[config.mk]
export PLATFORM = sky130hd
export DESIGN_NAME = core_region_readout_seq
export DESIGN_NICKNAME = d
export VERILOG_FILES = /design/src/rtl/core_region_readout_seq.sv
export SDC_FILE = /design/constraint.sdc
export NUM_CORES = 1
export LEC_CHECK = 0
export BUFFER_PORTS_ARGS = -buffer_cell sky130_fd_sc_hd__buf_2
export CELL_PAD_IN_SITES_DETAIL_PLACEMENT = 2
export CELL_PAD_IN_SITES_GLOBAL_PLACEMENT = 2
export CORE_MARGIN = 5
export CORE_UTILIZATION = 25
export CTS_CLUSTER_DIAMETER = 40
export CTS_CLUSTER_SIZE = 14
export DETAILED_ROUTE_END_ITERATION = 12
export GPL_TIMING_DRIVEN = 1
export PLACE_DENSITY_LB_ADDON = 0.1
export SYNTH_ARGS = -nofsm -noshare
export SYNTH_HDL_FRONTEND = slang
export SYNTH_SLANG_ARGS = --single-unit
[constraint.sdc]
create_clock -name Clk_i -period 5.32 [get_ports Clk_i]
set_clock_uncertainty 0.1 [all_clocks]
set_input_delay 0.266 -clock Clk_i [delete_from_list [all_inputs] [get_ports Clk_i]]
set_output_delay 0.266 -clock Clk_i [all_outputs]
set_load 0.02 [all_outputs]
[src/rtl/core_region_readout_seq.sv]
// ============================================================================
// core_region_readout_seq: token-driven region chain readout with FWFT FIFO
// Revision: 1.0
// ============================================================================
`default_nettype none

module core_region_readout_seq #(
  parameter int DATA_BITS  = 24,
  parameter int FIFO_DEPTH = 8,
  parameter int TOK_SETTLE = 2,
  parameter int TIMEOUT    = 255
) (
  input  logic                 Clk_i,
  input  logic                 Reset_ni,
  input  logic                 ReqValid_i,
  input  logic [4:0]           ReqTrigId_i,
  output logic                 ReqReady_o,
  output logic [4:0]           TrigIdReq_o,
  output logic                 TokIn_o,
  input  logic                 TokOut_i,
  output logic                 Read_o,
  input  logic [DATA_BITS-1:0] DataToCore_i,
  output logic                 OutValid_o,
  input  logic                 OutReady_i,
  output logic [DATA_BITS+5:0] OutData_o,
  output logic                 Busy_o,
  output logic                 TimeoutErr_o
);

  localparam int AW = $clog2(FIFO_DEPTH);
  localparam int CW = AW + 1;
  localparam int OW = DATA_BITS + 6;

  typedef enum logic [2:0] {
    S_IDLE    = 3'd0,
    S_ISSUE   = 3'd1,
    S_SETTLE  = 3'd2,
    S_READ    = 3'd3,
    S_CAPTURE = 3'd4,
    S_TRAILER = 3'd5
  } state_t;

  state_t          state_q, state_d;
  logic [4:0]      trig_q, trig_d;
  logic [7:0]      hit_q, hit_d;
  logic [3:0]      settle_q, settle_d;
  logic            ReqReady_q, TokIn_q, Read_q, Busy_q, TimeoutErr_q;

  logic [OW-1:0]   mem_q [FIFO_DEPTH];
  logic [AW-1:0]   wptr_q, rptr_q;
  logic [CW-1:0]   cnt_q;

  logic            w_push, w_pop, w_tmo;
  logic [OW-1:0]   w_push_data;
  logic [7:0]      w_hit_inc;

  assign w_hit_inc = hit_q + 8'd1;
  assign w_pop     = (cnt_q != '0) && OutReady_i;

  always_comb begin
    state_d     = state_q;
    trig_d      = trig_q;
    hit_d       = hit_q;
    settle_d    = settle_q;
    w_push      = 1'b0;
    w_push_data = '0;
    w_tmo       = 1'b0;
    case (state_q)
      S_IDLE: begin
        if (ReqValid_i && ReqReady_q) begin
          trig_d  = ReqTrigId_i;
          hit_d   = '0;
          state_d = S_ISSUE;
        end
      end
      S_ISSUE: begin
        settle_d = 4'(TOK_SETTLE);
        state_d  = S_SETTLE;
      end
      S_SETTLE: begin
        // Two free slots keep room for this hit plus the trailer.
        if (settle_q != 4'd0)
          settle_d = settle_q - 4'd1;
        else if (TokOut_i)
          state_d = S_TRAILER;
        else if (cnt_q <= CW'(FIFO_DEPTH - 2))
          state_d = S_READ;
      end
      S_READ: state_d = S_CAPTURE;
      S_CAPTURE: begin
        w_push      = 1'b1;
        w_push_data = {1'b0, trig_q, DataToCore_i};
        hit_d       = w_hit_inc;
        if (w_hit_inc == 8'(TIMEOUT)) begin
          w_tmo   = 1'b1;
          state_d = S_TRAILER;
        end else begin
          settle_d = 4'(TOK_SETTLE);
          state_d  = S_SETTLE;
        end
      end
      S_TRAILER: begin
        if (cnt_q < CW'(FIFO_DEPTH)) begin
          w_push      = 1'b1;
          w_push_data = {1'b1, trig_q, DATA_BITS'(hit_q)};
          state_d     = S_IDLE;
        end
      end
      default: state_d = S_IDLE;
    endcase
  end

  always_ff @(posedge Clk_i) begin
    if (!Reset_ni) begin
      state_q      <= S_IDLE;
      trig_q       <= '0;
      hit_q        <= '0;
      settle_q     <= '0;
      ReqReady_q   <= 1'b0;
      TokIn_q      <= 1'b0;
      Read_q       <= 1'b0;
      Busy_q       <= 1'b0;
      TimeoutErr_q <= 1'b0;
    end else begin
      state_q      <= state_d;
      trig_q       <= trig_d;
      hit_q        <= hit_d;
      settle_q     <= settle_d;
      ReqReady_q   <= (state_d == S_IDLE);
      TokIn_q      <= (state_d != S_IDLE);
      Read_q       <= (state_d == S_READ);
      Busy_q       <= (state_d != S_IDLE);
      TimeoutErr_q <= w_tmo;
    end
  end

  always_ff @(posedge Clk_i) begin
    if (!Reset_ni) begin
      wptr_q <= '0;
      rptr_q <= '0;
      cnt_q  <= '0;
    end else begin
      if (w_push) wptr_q <= wptr_q + AW'(1);
      if (w_pop)  rptr_q <= rptr_q + AW'(1);
      if (w_push && !w_pop)      cnt_q <= cnt_q + CW'(1);
      else if (!w_push && w_pop) cnt_q <= cnt_q - CW'(1);
    end
  end

  always_ff @(posedge Clk_i) begin
    if (w_push) mem_q[wptr_q] <= w_push_data;
  end

  assign ReqReady_o   = ReqReady_q;
  assign TrigIdReq_o  = trig_q;
  assign TokIn_o      = TokIn_q;
  assign Read_o       = Read_q;
  assign Busy_o       = Busy_q;
  assign TimeoutErr_o = TimeoutErr_q;
  assign OutValid_o   = (cnt_q != '0);
  assign OutData_o    = mem_q[rptr_q];

endmodule

`default_nettype wire

; Word-level counts from Yosys, hierarchy flattened
; Memory sizes are Yosys's and may differ from the RTL's. A register that Yosys moved wholly into a read port is not among the register bits.
; Index checks and enable logic that the tools add are counted.
[classes]
muxes = 23
eq_ne = 10
magnitude_cmp = 2
reduce_logical = 18
n_addsub = 6
[op_table]
columns = operator, n
row1 = 30-bit one-hot mux with 2 select lines, 1
row2 = 30-bit 2-to-1 mux, 1
row3 = 3-bit 2-to-1 mux, 8
row4 = 3-bit one-hot mux with 6 select lines, 1
row5 = 4-bit 2-to-1 mux, 4
row6 = 8-bit one-hot mux with 2 select lines, 1
row7 = 4-bit one-hot mux with 3 select lines, 1
row8 = 3-bit by 2-bit equality test with 1-bit output (second input constant), 3
row9 = 8-bit by 1-bit adder with 8-bit output (second input constant), 1
row10 = 8-bit equality test (second input constant), 1
row11 = 8-bit 2-to-1 mux, 1
row12 = 4-bit nonzero test, 2
row13 = 4-bit by 1-bit subtractor with 4-bit output (second input constant), 2
row14 = 3-bit by 1-bit adder with 3-bit output (second input constant), 2
row15 = 3-bit equality test (second input constant), 2
row16 = 3-bit logical NOT, 2
row17 = 2-bit inequality test (second input constant), 3
row18 = 2-bit AND reduction, 3
row19 = 3-bit nonzero test, 2
row20 = 4-bit by 1-bit adder with 4-bit output (second input constant), 1
row21 = 4-bit by 3-bit less-or-equal comparator with 1-bit output (second input constant), 1
row22 = 1-bit logical AND, 4
row23 = 4-bit < comparator (second input constant), 1
row24 = 1-bit 2-to-1 mux, 4
row25 = other kinds (5), 7
[word_totals]
output_inout_bits = 41
word_cells = 71
mem_count = 1
inputBits = 34
mem_bits_rw = 240
ff_bits = 34
[mem_list]
columns = memory, words, word_bits, rd, rd_ports_with_merged_regs, write_ports, line
row1 = mem_q, 8, 30, 1, 1, 1, 49  ; logic [OW-1:0] mem_q [FIFO_DEPTH];

; Logic depth before layout (Yosys ltp)
; Gate-level depths: netlist of run 1.
[logic_depth]
word_depth = 7
mapped_depth = 13
mapped_depth_nobuf = 11

; Worst setup path after synthesis of run 1
; No wires, ideal clock.
[synth_timing]
path_kind = reg2reg
start = register state_q[1]
end = memory mem_q[1][0] in the netlist's numbering (enable)
required_time_ps = 4716
period_less_slack_ps = 4825
slack_ps = 495
n_path_buf = 2
path_stages_with_launch = 6
setup_ps = 504
arrival_ps = 4222
cell_sequence = dfxtp_1 -> buf_4 -> nor4bb_1 -> buf_4 -> nor2_1 -> nor4b_1
[synth_via]
elab_chain_cells = 4
word_cells_on_any_way = 5
cone_classes = 2 x eq/ne / 3 x mux
[synth_rtl]
columns = item, line
row1 = start: declaration, 43  ; state_t state_q, state_d;
row2 = start signal: assignment, 125  ; state_q <= state_d;
row3 = 3-bit equality test, 68  ; case (state_q)
row4 = 1-bit one-hot mux with 2 select lines *, 68
row5 = 1-bit 2-to-1 mux *, 151  ; if (w_push) mem_q[wptr_q] <= w_push_data;
row6 = 1-bit 2-to-1 mux (implied by the code) *, 151
row7 = end: declaration, 49
; Mark *: on every way between the ends. The rest lies on a longest branch, timed or not.

; Final worst setup path of run 1
[layout_timing]
start = register state_q[0]
end = register cnt_q[3]
[layout_via]
elab_chain_cells = 5
word_cells_on_any_way = 8
cone_classes = 2 x eq/ne / 2 x mux / 4 x reduce/logical
[layout_rtl]
columns = item, line
row1 = 3-bit equality test, 68
row2 = 1-bit one-hot mux with 2 select lines *, 68
row3 = net w_push, 53  ; logic w_push, w_pop, w_tmo;
row4 = 1-bit logical NOT, 146  ; else if (!w_push && w_pop) cnt_q <= cnt_q - CW'(1);
row5 = 1-bit logical AND, 146
row6 = 2-bit nonzero test (no source line), --
row7 = end signal: assignment, 145  ; if (w_push && !w_pop) cnt_q <= cnt_q + CW'(1);
row8 = end signal: assignment, 146
row9 = end: declaration, 51  ; logic [CW-1:0] cnt_q;
; The timed path passes the listed nets; every way through them passes the cells marked *.
; A chain may end at the register's enable or synchronous reset.

==> summary by stage, run 1 <==
Run
The number of max-cap violations is 0.

Synth
The share of synthesized area spent on multiplexers is 15.7%. The count of different cell masters after synthesis is 61. The top cell type by area accounts for around 64% of the synthesized area.

The combinational family with the most area after synthesis is multiplexers. The synthesized netlist devotes 3.59% of its cell area to compound gates. After synthesis, the most frequently instantiated cells are 240 x sky130_fd_sc_hd__edfxtp_1, 60 x sky130_fd_sc_hd__mux4_2, 37 x sky130_fd_sc_hd__dfxtp_1. Sequential cells were found to cover 70.8% of the synthesized design area. Summing the areas of all xor and xnor instances in the mapped netlist gives less than 1% of the synthesized area. The number of warnings printed during yosys synthesis is 0. The synthesized netlist devotes 1.18% of its cell area to adder and majority cells. The gate count after technology mapping is 610. After Yosys synthesis, and, or, nand and nor cells account for 6.41% of the synthesized area.

A synthesized cell averages roughly 18 um^2. By area the synthesized netlist is led by sky130_fd_sc_hd__edfxtp_1 64%, sky130_fd_sc_hd__mux4_2 12%, sky130_fd_sc_hd__dfxtp_1 6.6%, sky130_fd_sc_hd__mux2_2 3.0%, sky130_fd_sc_hd__and2_1 1.9%. In this run, synthesis inferred between 200 and 250 flip-flops with an integrated enable. For this run, the leading register cell type out of synthesis is sky130_fd_sc_hd__edfxtp_1.

The synthesized design contains between 200 and 300 register bits. The proportion of synthesized flip-flops having asynchronous set or reset is 0%. When the netlist entered floorplanning its net count stood at 654. The library cell with the highest instance count after synthesis is sky130_fd_sc_hd__edfxtp_1. The cell area that synthesis handed to floorplanning was 11200 um^2. The cell taking the most area after synthesis is sky130_fd_sc_hd__edfxtp_1.

Clock network
The clock net in this run drives a total of 277 sinks. The insertion delay of the later-clocked pin in the worst-skew pair is 0.55 ns. The number of levels the H-tree was split into is 2. After clock tree synthesis, the setup repair step added 0 buffers.

Post-CTS repair changed the size of 0 cells. The number of buffers inserted during clock tree synthesis is 48. Clock tree synthesis selected as its root buffer the cell sky130_fd_sc_hd__clkbuf_16. TritonCTS built the clock tree.

The number of hold buffers added after CTS is 6. The maximum number of buffers from clock root to sink is 3. After clock tree synthesis, the clock-pin slew on the worst setup and hold paths is about 0.050 ns.

Pwr
In this run, flip-flops and latches consume 38.1% of the power. The switching share of power is about a quarter. The cell internal power dissipation is 0.00499 W. The worst-case IR drop observed on VDD is 268 uV.

In this run the power density over the cells is 478 nW/um^2. For this design the total switching power over the nets is 0.00176 W. The combinational fraction of design power is 14.5%. For this design the static power due to leakage is 4.85 nW. Power comes to 0.00675 W. In this run, the clock network consumes ~48% of the power.

STA
The achievable clock frequency is between 200 and 300 MHz. Measured against its own limit, the worst slew margin works out to 27.4%. Setup violations remaining at the end of the flow were counted as 0. The count of pins over their slew limit is 0. The slew of the pin with the lowest slew margin is ~1.1 ns.

The part of the cycle the worst path needs is 65.1%. For the final routed database, the setup TNS stands at 0 ns. Setup repair after global routing left no endpoint under its margin. The worst path in the final design needs a cycle of 3.47 ns, including I/O delays and setup. The final hold violation count is 0.

Global route
The sum of overflow across all layers after global routing is 0. The first global-routing pass estimated 44.2 mm of wire. The number of antenna violations at the first check in global routing is 0. The total routing usage reported by global routing is 11.7%. The pin count of the biggest net entering global routing is 37. The number of global-route vias before repair is 7033.

Floorplan
The floorplan core area is 44300 um^2. The cell row count is 77. The die footprint is 49200 um^2. The initial utilization of the core area, before any placement, comes to 25.3%. In this run the horizontal extent of the chip is 222 um. The number of top-level pins is 75. The floorplan step set the die height to 222 um.

Cells and area
Once layout is complete, the utilization of the core stands at 31.9%. After the last flow step, the layout net total stands at 762. Of the cells placed in the final design, the portion with a size suffix greater than 1 is 37.4%. For this run, the number of standard cells in the final layout without fillers is 1349. The multi-input logic area is 3130 um^2. 0 antenna diodes ended up in the layout. Relative to the synthesized area, the layout overhead comes to 25.8%. After filler insertion, the fill cell instance count of the layout stands at around 4500.

The area taken by flip-flops and latches is 7950 um^2.

Detailed routing
The post-detailed-routing wire length is between 20 and 30 mm. The remaining design rule violation count is 0. The via-per-instance ratio is 4.44. The total vias in the final route is 5988. The length of the first detailed-routing pass in iterations is 4.

The number of nets with antenna violations after routing is 0. The average wire per standard cell is between 20 and 25 um. The initial detailed-routing violation count is 260.

Placed design
The weighted congestion reported at the end of routability-driven placement is 0.733. Port buffering added 74 buffers. The number of cells in the design after placement is 1254. The detailed placer's ending HPWL is 17.3 mm.

Setup path
The critical path launch point type is a flip-flop. The startpoint of the worst register-to-register path is state_q[0]. The data arrival time at the worst-slack endpoint is 3.84 ns. The required time at the endpoint of the critical path is 5.70 ns. The source of the critical timing path is state_q[0].

The type of element capturing the critical path is a flip-flop. In this run the worst setup path terminates at cnt_q[3]. The slack of the worst reg-to-reg path is ~1.9 ns. The maximum fanout encountered on the critical timing path is 34. The category of the most critical setup path is reg2reg.

In this run the critical register-to-register path is captured at cnt_q[3]. The number of cells on the worst reg-to-reg path is 12.

Hold path
The path type of the worst min-delay path is in2reg.

Outcome
The flow ran to the end, and the final reports show no timing, DRC or antenna violations.
sequential cells by signal, summed over array words and instances (netlist names), named ones only:
| register | count |
|---|---|
| rptr_q | 3 |
| TrigIdReq_o | 5 |
| ReqReady_o | 1 |
| cnt_q | 4 |
| state_q | 3 |
| TimeoutErr_o | 1 |
| mem_q | 240 |
| settle_q | 4 |
| Read_o | 1 |
| hit_q | 8 |
| wptr_q | 3 |
| Busy_o | 1 |
metrics by stage:
stage | instance area [um^2] | setup slack, ns | hold slack (ns)
3_5_place_dp | 12400 | 1.78 | 0.392
5_1_grt | 14100 | 1.54 | 0.0805
2_1_floorplan | 11200 | 0.495 | 0.335
3_3_place_gp | 12400 | 2.00 | 0.377
4_1_cts | 14100 | 1.75 | 0.0483
6_report | 14100 | 1.85 | 0.0853
worst min-delay path by stage:
stage | startpoint | cells past startpoint | end
3_3_place_gp | settle_q[0] | 2 | settle_q[0]
2_1_floorplan | ReqTrigId_i[0] | 2 | TrigIdReq_o[0]
5_1_grt | DataToCore_i[8] | 2 | mem_q[0][8]
6_report | DataToCore_i[8] | 2 | mem_q[1][8]
3_5_place_dp | settle_q[0] | 2 | settle_q[0]
4_1_cts | DataToCore_i[8] | 2 | mem_q[1][8]
metal layers:
metal	routed length (um)	up-vias	GRT usage, %
met5	0	-	0
met4	537	0	2.86
met3	1050	44	2.94
met2	14800	105	20.6
met1	12200	3158	14.5
li1	-	2681	-
layout by cell type, fill, tap and decap left out, types with 3 or more instances in the layout:
| master | Yosys | final |
|---|---|---|
| sky130_fd_sc_hd__clkbuf_1 | 18 | 3 |
| sky130_fd_sc_hd__a22o_1 | 8 | 8 |
| sky130_fd_sc_hd__and2_1 | 34 | 34 |
| sky130_fd_sc_hd__buf_4 | 5 | 11 |
| sky130_fd_sc_hd__clkinv_4 | 0 | 4 |
| sky130_fd_sc_hd__clkinv_2 | 0 | 5 |
| sky130_fd_sc_hd__nor3_2 | 0 | 3 |
| sky130_fd_sc_hd__nor2_1 | 9 | 8 |
| sky130_fd_sc_hd__edfxtp_1 | 240 | 240 |
| sky130_fd_sc_hd__mux2i_1 | 7 | 7 |
| sky130_fd_sc_hd__a21boi_0 | 5 | 5 |
| sky130_fd_sc_hd__a21oi_1 | 11 | 11 |
| sky130_fd_sc_hd__inv_6 | 0 | 4 |
| sky130_fd_sc_hd__mux4_2 | 60 | 60 |
| sky130_fd_sc_hd__nand3b_1 | 3 | 3 |
| sky130_fd_sc_hd__bufinv_16 | 0 | 8 |
| sky130_fd_sc_hd__xnor2_1 | 7 | 7 |
| sky130_fd_sc_hd__nand2_1 | 21 | 21 |
| sky130_fd_sc_hd__nor3b_1 | 5 | 3 |
| sky130_fd_sc_hd__inv_1 | 7 | 7 |
| sky130_fd_sc_hd__clkinv_1 | 0 | 4 |
| sky130_fd_sc_hd__buf_2 | 10 | 74 |
| sky130_fd_sc_hd__ha_1 | 9 | 9 |
| sky130_fd_sc_hd__nand3_1 | 6 | 6 |
| sky130_fd_sc_hd__or3_1 | 4 | 4 |
| sky130_fd_sc_hd__a31oi_1 | 3 | 3 |
| sky130_fd_sc_hd__clkinvlp_4 | 0 | 10 |
| sky130_fd_sc_hd__nor2b_1 | 9 | 9 |
| sky130_fd_sc_hd__mux2_2 | 30 | 30 |
| sky130_fd_sc_hd__dlygate4sd3_1 | 0 | 6 |
| sky130_fd_sc_hd__a21o_1 | 3 | 3 |
| sky130_fd_sc_hd__clkbuf_16 | 0 | 49 |
| sky130_fd_sc_hd__dfxtp_1 | 37 | 34 |
| sky130_fd_sc_hd__o21ai_0 | 11 | 11 |
| sky130_fd_sc_hd__o21a_1 | 4 | 4 |
area by class of cell:
cell class / count / area share (%)
flip-flops and latches: 277 / 56.3
multi-input cells: 290 / 22.2
repair buffers: 93 / 3.92
well taps: 592 / 5.25
clock buffers: 52 / 8.76
inverters: 8 / 0.213
clock inverters: 37 / 3.34
power by group through the flow:
stage	clock, W	combinational [W]	sequential (W)
finish	0.00320	0.000976	0.00257
global route	0.00342	0.00108	0.00259
CTS	0.00331	0.00101	0.00258
detailed placement	0	0.00100	0.00262
global placement	0	0.000991	0.00261
floorplan	0	0.000780	0.00252
worst max-delay path: stages (launching register included):
cell and delay, ns:
sky130_fd_sc_hd__dfxtp_1 0.62, sky130_fd_sc_hd__nor3b_4 0.07, sky130_fd_sc_hd__buf_4 0.29, sky130_fd_sc_hd__nor2_1 0.52
sky130_fd_sc_hd__inv_2 0.19, sky130_fd_sc_hd__ha_1 0.27, sky130_fd_sc_hd__inv_1 0.13, sky130_fd_sc_hd__ha_1 0.24
sky130_fd_sc_hd__a21o_1 0.17, sky130_fd_sc_hd__a21oi_1 0.20, sky130_fd_sc_hd__xnor2_1 0.10, sky130_fd_sc_hd__or3_1 0.31
sky130_fd_sc_hd__a21boi_0 0.16
kinds of logic after synthesis:
kind of cell | after synthesis
buffers and inverters | 43
multiplexers | 97
flip-flops | 277
AND/OR/NAND/NOR | 118
AO/OA/AOI/OAI | 58
adder cells (fa/ha/maj) | 10
XOR/XNOR | 7
Note: power is estimated with default switching activity, not from simulation.
==> run 2: changes to the inputs <==
==> constraint.sdc (replaced) <==
create_clock -name Clk_i -period 2.9 [get_ports Clk_i]
set_clock_uncertainty 0.1 [all_clocks]
set_input_delay 0.145 -clock Clk_i [delete_from_list [all_inputs] [get_ports Clk_i]]
set_output_delay 0.145 -clock Clk_i [all_outputs]
set_load 0.02 [all_outputs]
==> summary by stage, run 2 (synthesis gave the netlist of run 1 again) <==
Pwr
The total power of the final layout was 0.0123 W (was 0.00675 W). The power dissipated by switching net loads is 0.00326 W (was 0.00176 W). The part of the total power dissipated in the clock network is 46.3% (was 47.5%). The switching share of power was 26.5% (was 26.0%).

The power density over the cells is 854 nW/um^2 (was 478 nW/um^2). The cell internal power dissipation is 0.00907 W (was 0.00499 W). The largest vdd supply drop is 451 uV (was 268 uV). The sequential cell fraction of total power is 37.2% (was 38.1%). The static leakage is 4.99 nW (was 4.85 nW). The combinational fraction of design power is 16.5% (was 14.5%).

Setup path
The delay of the slowest cell on the worst path was 0.62 ns (about the same). Cells along the critical path: buf_12 -> mux4_2 -> mux2_2 -> buf_2 (was nor3b_4 -> buf_4 -> nor2_1 -> inv_2 -> ha_1 -> inv_1 -> ha_1 -> a21o_1 -> a21oi_1 -> xnor2_1 -> or3_1 -> a21boi_0). The startpoint of the worst register-to-register path was cnt_q[0] (was state_q[0]).

The critical path launch point type is a flip-flop (unchanged). The category of the most critical setup path is reg2out (was reg2reg). The maximum fanout encountered on the critical timing path is 60 (was 34). The critical path buffer and inverter count was 2 (was 3). The required time at the endpoint of the critical path is 2.65 ns (was 5.70 ns). The type of element capturing the critical path is a primary output (was flip-flop). The data arrival time at the worst-slack endpoint came to 2.44 ns (was 3.84 ns). The slowest cell on the critical path is sky130_fd_sc_hd__mux4_2 (was sky130_fd_sc_hd__dfxtp_1). The cell family with the largest share of critical-path delay is multiplexers (was simple AND/OR/NAND/NOR gates).

STA
The worst-case setup margin in the final layout came to 0.220 ns (was 1.85 ns). The slew of the pin with the lowest slew margin was 0.619 ns (was 1.09 ns). The part of the cycle the worst path needs is 92.4%.

The relative max-transition margin was 58.7% (was 27.4%). The routed design could run at a clock period as short as 2.68 ns. The final hold violation count is 0 (unchanged).

Based on the critical path, the design can be clocked at up to 373 MHz. The final sum of negative setup slack is 0 ns (unchanged). Unrepaired setup endpoints after global routing: no (unchanged).

The count of pins over their slew limit is 0 (unchanged). The total setup violations reported at the end of the flow was 0 (unchanged).

Hold path
The path type of the worst min-delay path is in2reg (unchanged). The beginning of the worst hold path is DataToCore_i[7] (was DataToCore_i[8]).

Clock network
The master cell of the clock root buffer is sky130_fd_sc_hd__clkbuf_16 (unchanged). The number of buffers added for setup after CTS is 0 (unchanged). The number of levels the H-tree was split into came to 2 (unchanged). The number of buffers inserted during clock tree synthesis is 49 (was 48). The insertion delay of the later-clocked pin in the worst-skew pair is 0.55 ns (about the same). The number of clock sinks is 277 (unchanged). The CTS tree is done (unchanged). The maximum number of buffers from clock root to sink is 3 (unchanged). The clock slew at the register clock pins of the worst setup and hold paths is 0.05 ns (about the same).

Detailed routing
The initial detailed-routing violation count is 275 (was 260). The post-detailed-routing wire length came to 28.2 mm (was 28.6 mm). The total vias in the final route is 6034 (was 5988). The via-per-instance ratio came to 4.37 (was 4.44).

The number of nets with antenna violations after routing is 0 (unchanged). The average wire per standard cell came to 20.4 um (was 21.2 um). The length of the first detailed-routing pass in iterations is 4 (unchanged). The remaining design rule violation count is 0 (unchanged).

Floorplan
The die footprint was 49200 um^2 (unchanged). The number of top-level pins came to 75 (unchanged). The overall die height is 222 um (unchanged). The floorplan core area was 44300 um^2 (unchanged). The width of the die is 222 um (unchanged). The initial cell density of the core is 25.3% (unchanged).

The cell row count is 77 (unchanged).

Placed design
The number of buffer cells added on primary ports is 74 (unchanged). The worst-case setup slack after placement is 0.119 ns (was 1.78 ns). The weighted congestion reported at the end of routability-driven placement is 0.677 (was 0.733). The number of cells in the design after placement is 1267 (was 1254). The detailed placer's ending HPWL was 16.9 mm (was 17.3 mm).

Global route
The pin count of the biggest net entering global routing is 61 (was 37). The global-route layer with the greatest usage is met2 (unchanged). The number of antenna violations at the first check in global routing came to 0 (unchanged). The number of global-route vias before repair is 7150 (was 7033).

The fraction of met1 tracks used by global routing came to 14.6% (was 14.5%). The met2 usage in global routing is 20.0% (was 20.6%). The global-route wire length before repair is 44.1 mm (was 44.2 mm). The met3 track demand over resource came to 2.91% (was 2.94%).

The total routing usage reported by global routing came to 11.6% (was 11.7%). The sum of overflow across all layers after global routing is 0 (unchanged).

Cells and area
The register with the most flip-flops is mem_q (unchanged). Highest-count cells in the layout ignoring fill and taps: 240 x sky130_fd_sc_hd__edfxtp_1, 74 x sky130_fd_sc_hd__buf_2, 60 x sky130_fd_sc_hd__mux4_2 (unchanged). The share of final-layout standard cells stronger than drive strength 1 is 37.9% (was 37.4%). The count of placed standard cells in the final layout, fillers left out came to 1381 (was 1349). The area growth from synthesis to layout came to 28.7% (was 25.8%). The flip-flop count of the largest register after layout is 240 (unchanged). The most common cell after layout, fill and taps aside is sky130_fd_sc_hd__edfxtp_1 (unchanged). The number of antenna cells inserted was 0 (unchanged). The count of nets after finishing was 793 (was 762).

Run
The number of max-cap violations is 0 (unchanged).

Outcome
Outcome: completed (unchanged).
==> run 2: cell count changes in the layout (fill, tap and decap cells not counted), moves of 3 or more <==
cell                            previous run  this run
sky130_fd_sc_hd__nor3_2                    3         0
sky130_fd_sc_hd__buf_12                    2         5
sky130_fd_sc_hd__dlygate4sd3_1             6        23
sky130_fd_sc_hd__clkinv_4                  4         8
sky130_fd_sc_hd__buf_4                    11        21
sky130_fd_sc_hd__nor3_4                    0         3
sky130_fd_sc_hd__clkinvlp_4               10         6
==> run 2: power by group through the flow <==
| stage | sequential, W | clock (W) | combinational, W |
|---|---|---|---|
| after floorplan | 0.00462 | 0 | 0.00144 |
| after global placement | 0.00465 | 0 | 0.00201 |
| after detailed placement | 0.00466 | 0 | 0.00206 |
| after CTS | 0.00459 | 0.00590 | 0.00210 |
| after global routing | 0.00460 | 0.00611 | 0.00225 |
| final | 0.00458 | 0.00571 | 0.00204 |
==> run 2: per-layer routing <==
layer	routed length, um	vias up	part of all wire (%)
li1	-	2734	-
met1	12500	3168	44
met2	14100	90	50
met3	1020	42	3.6
met4	615	0	2.2
met5	0	-	0
==> run 2: cell type report <==
type | instances | area, um^2
clock buffers | 52 | 1240
fillers | 4448 | 29900
repair buffers | 123 | 858
multi-input cells | 290 | 3190
clock inverters | 39 | 437
well taps | 592 | 741
inverters | 8 | 30.0
flip-flops and latches | 277 | 7950
==> run 2: worst paths after layout <==
path | to | slack [ns] | cells past startpoint
setup / recovery | OutData_o[11] | 0.22 | 4
hold / removal | mem_q[7][7] | 0.03 | 2
setup reg to reg | cnt_q[3] | 0.22 | 10
hold reg to reg | flip-flop | 0.42 | 2
==> run 2: through the flow <==
step | hold WS, ns | util, % | instance area, um^2
2_1_floorplan | 0.214 | - | 11300
3_3_place_gp | 0.316 | 28.3 | 12500
3_5_place_dp | 0.328 | 28.3 | 12500
4_1_cts | 0.0141 | 32.6 | 14400
5_1_grt | 0.0598 | 32.6 | 14400
6_report | 0.0320 | 32.6 | 14400
==> run 2: what timing repair did <==
action                                  in CTS  in global routing
gates resized for setup                      0                  3
hold buffers                                23                  0
endpoints found under the setup margin       0                  1
endpoints found under the hold margin      134                  0
==> run 2: worst reg2reg max path: stages, from the launching register on <==
cell                       delay (ns)
sky130_fd_sc_hd__dfxtp_1         0.37
sky130_fd_sc_hd__or4_4           0.56
sky130_fd_sc_hd__nand2_2         0.11
sky130_fd_sc_hd__ha_1            0.19
sky130_fd_sc_hd__inv_1           0.10
sky130_fd_sc_hd__ha_1            0.28
sky130_fd_sc_hd__a21o_1          0.20
sky130_fd_sc_hd__a21oi_2         0.15
sky130_fd_sc_hd__xnor2_1         0.09
sky130_fd_sc_hd__or3_1           0.30
sky130_fd_sc_hd__a21boi_0        0.16
==> run 3: changes to the inputs <==
--- a/config.mk
+++ b/config.mk
@@ -11,9 +11,10 @@
 export CORE_MARGIN = 5
 export CORE_UTILIZATION = 25
 export CTS_CLUSTER_DIAMETER = 40
-export CTS_CLUSTER_SIZE = 14
+export CTS_CLUSTER_SIZE = 8
 export DETAILED_ROUTE_END_ITERATION = 12
 export GPL_TIMING_DRIVEN = 1
+export MAX_ROUTING_LAYER = met4
 export PLACE_DENSITY_LB_ADDON = 0.1
 export SYNTH_ARGS = -nofsm -noshare
 export SYNTH_HDL_FRONTEND = slang
==> summary by stage, run 3 (synthesis gave the netlist of run 1 again) <==
Hold path
The path type of the worst min-delay path is in2reg (unchanged). The number of cells on the worst hold path is 2 (unchanged). The beginning of the worst hold path is Reset_ni (was DataToCore_i[7]).

Outcome
Outcome: completed (unchanged).

Placed design
The number of cells in the design after placement is 1267 (unchanged). The detailed placer's ending HPWL was 16.9 mm (unchanged). The weighted congestion reported at the end of routability-driven placement is 0.685 (was 0.677). The worst-case setup slack after placement was 0.119 ns (unchanged). The number of buffer cells added on primary ports is 74 (unchanged).

STA
The part of the cycle the worst path needs is 93.0% (was 92.4%). The total setup violations reported at the end of the flow is 0 (unchanged). The slew of the pin with the lowest slew margin is 0.607 ns (was 0.619 ns). The relative max-transition margin is 59.5% (was 58.7%).

The achievable clock frequency was 371 MHz (was 373 MHz). The count of pins over their slew limit came to 0 (unchanged). The final hold violation count is 0 (unchanged). The final sum of negative setup slack is 0 ns (unchanged). Unrepaired setup endpoints after global routing: no (unchanged).

The worst-case setup margin in the final layout is 0.204 ns (was 0.220 ns). The minimum period implied by the final worst setup slack is 2.70 ns (was 2.68 ns).

Detailed routing
The post-detailed-routing wire length came to 28.3 mm (was 28.2 mm). The number of nets with antenna violations after routing came to 0 (unchanged). The average wire per standard cell is 20.4 um (about the same). The via-per-instance ratio is 4.39 (was 4.37). The total vias in the final route is 6076 (was 6034). The initial detailed-routing violation count is 254 (was 275). The remaining design rule violation count was 0 (unchanged). The length of the first detailed-routing pass in iterations is 4 (unchanged).

Setup path
The logic depth of the worst setup path including buffers was 10 (was 4). Cells along the critical path: or4_4 -> nand2_2 -> ha_2 -> inv_1 -> ha_1 -> a21o_1 -> a21oi_1 -> xnor2_1 -> or3_1 -> a21boi_0 (was buf_12 -> mux4_2 -> mux2_2 -> buf_2). The data arrival time at the worst-slack endpoint is 3.08 ns (was 2.44 ns).

The maximum fanout encountered on the critical timing path is 5 (was 60). The path depth of the worst reg2reg path is 10 (unchanged). The critical path buffer and inverter count is 1 (was 2). The startpoint of the worst register-to-register path is cnt_q[0] (unchanged). The delay of the slowest cell on the worst path is 0.56 ns (was 0.62 ns).

The category of the most critical setup path is reg2reg (was reg2out). The type of element capturing the critical path is a flip-flop (was primary output). The critical path launch point type is a flip-flop (unchanged). The cell family with the largest share of critical-path delay is simple AND/OR/NAND/NOR gates (was multiplexers). The slowest cell on the critical path is sky130_fd_sc_hd__or4_4 (was sky130_fd_sc_hd__mux4_2). The source of the critical timing path is cnt_q[0]. The required time at the endpoint of the critical path was 3.28 ns (was 2.65 ns).

Cells and area
The final-layout fill cell count is 4457 (was 4448). Highest-count cells in the layout ignoring fill and taps: 240 x sky130_fd_sc_hd__edfxtp_1, 74 x sky130_fd_sc_hd__buf_2, 60 x sky130_fd_sc_hd__mux4_2 (unchanged). The area growth from synthesis to layout is 28.4% (was 28.7%). The post-layout utilization of the core is 32.5% (was 32.6%). The most common cell after layout, fill and taps aside is sky130_fd_sc_hd__edfxtp_1 (unchanged). The number of antenna cells inserted was 0 (unchanged). The register with the most flip-flops is mem_q (unchanged). The count of nets after finishing is 798 (was 793). The count of placed standard cells in the final layout, fillers left out is 1384 (was 1381).

The flip-flop count of the largest register after layout is 240 (unchanged). The share of final-layout standard cells stronger than drive strength 1 came to 37.0% (was 37.9%). The multi-input logic area is 3190 um^2 (about the same). The area taken by flip-flops and latches came to 7950 um^2 (unchanged).

Pwr
The switching share of power is 26.2% (was 26.5%). The power density over the cells is 846 nW/um^2 (was 854 nW/um^2). The cell internal power dissipation is 0.00900 W (was 0.00907 W).

The largest vdd supply drop is 391 uV (was 451 uV). The static leakage is 4.98 nW (was 4.99 nW). The power dissipated by switching net loads came to 0.00319 W (was 0.00326 W).

The combinational fraction of design power was 16.7% (was 16.5%). The part of the total power dissipated in the clock network was 45.7% (was 46.3%). The sequential cell fraction of total power came to 37.6% (was 37.2%).

Global route
The sum of overflow across all layers after global routing is 0 (unchanged). The pin count of the biggest net entering global routing is 61 (unchanged). The number of antenna violations at the first check in global routing came to 0 (unchanged). The global-route wire length before repair is 44.2 mm (was 44.1 mm).

The total routing usage reported by global routing is 12.0% (was 11.6%). The number of global-route vias before repair is 7199 (was 7150).

Clock network
The number of buffers added for setup after CTS was 0 (unchanged). The maximum number of buffers from clock root to sink was 3 (unchanged). The number of clock sinks was 277 (unchanged). The clock slew at the register clock pins of the worst setup and hold paths was 0.05 ns (about the same). The master cell of the clock root buffer is sky130_fd_sc_hd__clkbuf_16 (unchanged). The number of levels the H-tree was split into is 2 (unchanged). The insertion delay of the later-clocked pin in the worst-skew pair came to 0.56 ns (was 0.55 ns). The CTS tree is done (unchanged).

The number of buffers inserted during clock tree synthesis is 53 (was 49).

Floorplan
The overall die height is 222 um (unchanged). The initial cell density of the core is 25.3% (unchanged). The width of the die is 222 um (unchanged).

The die footprint is 49200 um^2 (unchanged). The floorplan core area came to 44300 um^2 (unchanged). The number of top-level pins came to 75 (unchanged).

The cell row count is 77 (unchanged).

Run
The number of max-cap violations is 0 (unchanged).
==> run 3: final timing paths <==
| kind | slack (ns) | to |
|---|---|---|
| min | 0.03 | settle_q[3] |
| max | 0.20 | cnt_q[3] |
| min reg2reg | 0.42 | settle_q[0] |
| max reg2reg | 0.20 | cnt_q[3] |
==> run 3: metrics by stage <==
step	hold slack [ns]	area [um^2]	power, W
final	0.0286	14400	0.0122
after global routing	0.0552	14400	0.0128
after CTS	0.0147	14400	0.0125
after detailed placement	0.328	12500	0.00673
after global placement	0.316	12500	0.00665
after floorplan	0.214	11300	0.00606
==> run 3: worst register-to-register path, delay by kind of cell (launching register included) <==
family / cells / cell delay [ns]
xor+xnor: 1 / 0.10
fa+ha+maj: 2 / 0.46
simple gates: 3 / 0.97
buf+inv: 1 / 0.09
flops: 1 / 0.36
compound gates: 3 / 0.53
==> run 3: metal layers <==
| metal | routed length [um] | track usage (%) | part of all wire, % |
|---|---|---|---|
| met5 | 0 | - | 0 |
| met4 | 610 | 3.82 | 2.2 |
| met3 | 1060 | 2.58 | 3.8 |
| met2 | 14200 | 20.0 | 50 |
| met1 | 12400 | 14.6 | 44 |
==> run 3: repair_timing <==
action                                 in CTS  in global routing
setup endpoints to repair                   0                  1
hold buffers                               24                  0
endpoints found under the hold margin     144                  0
gates resized for setup                     0                  3
==> run 3: final cells by class <==
type | instances | share of cell area (%)
sequential | 277 | 55.2
clock inverter | 30 | 1.86
multi-input combinational | 290 | 22.1
tap | 592 | 5.14
timing repair buffer | 124 | 6.02
clock buffer | 63 | 9.46
inverter | 8 | 0.208
==> run 3: power groups by stage <==
| stage | logic [W] | registers, W | clock network, W |
|---|---|---|---|
| after floorplan | 0.00144 | 0.00462 | 0 |
| after global placement | 0.00201 | 0.00465 | 0 |
| after detailed placement | 0.00206 | 0.00466 | 0 |
| after CTS | 0.00210 | 0.00459 | 0.00576 |
| after global routing | 0.00225 | 0.00460 | 0.00598 |
| final | 0.00204 | 0.00459 | 0.00557 |
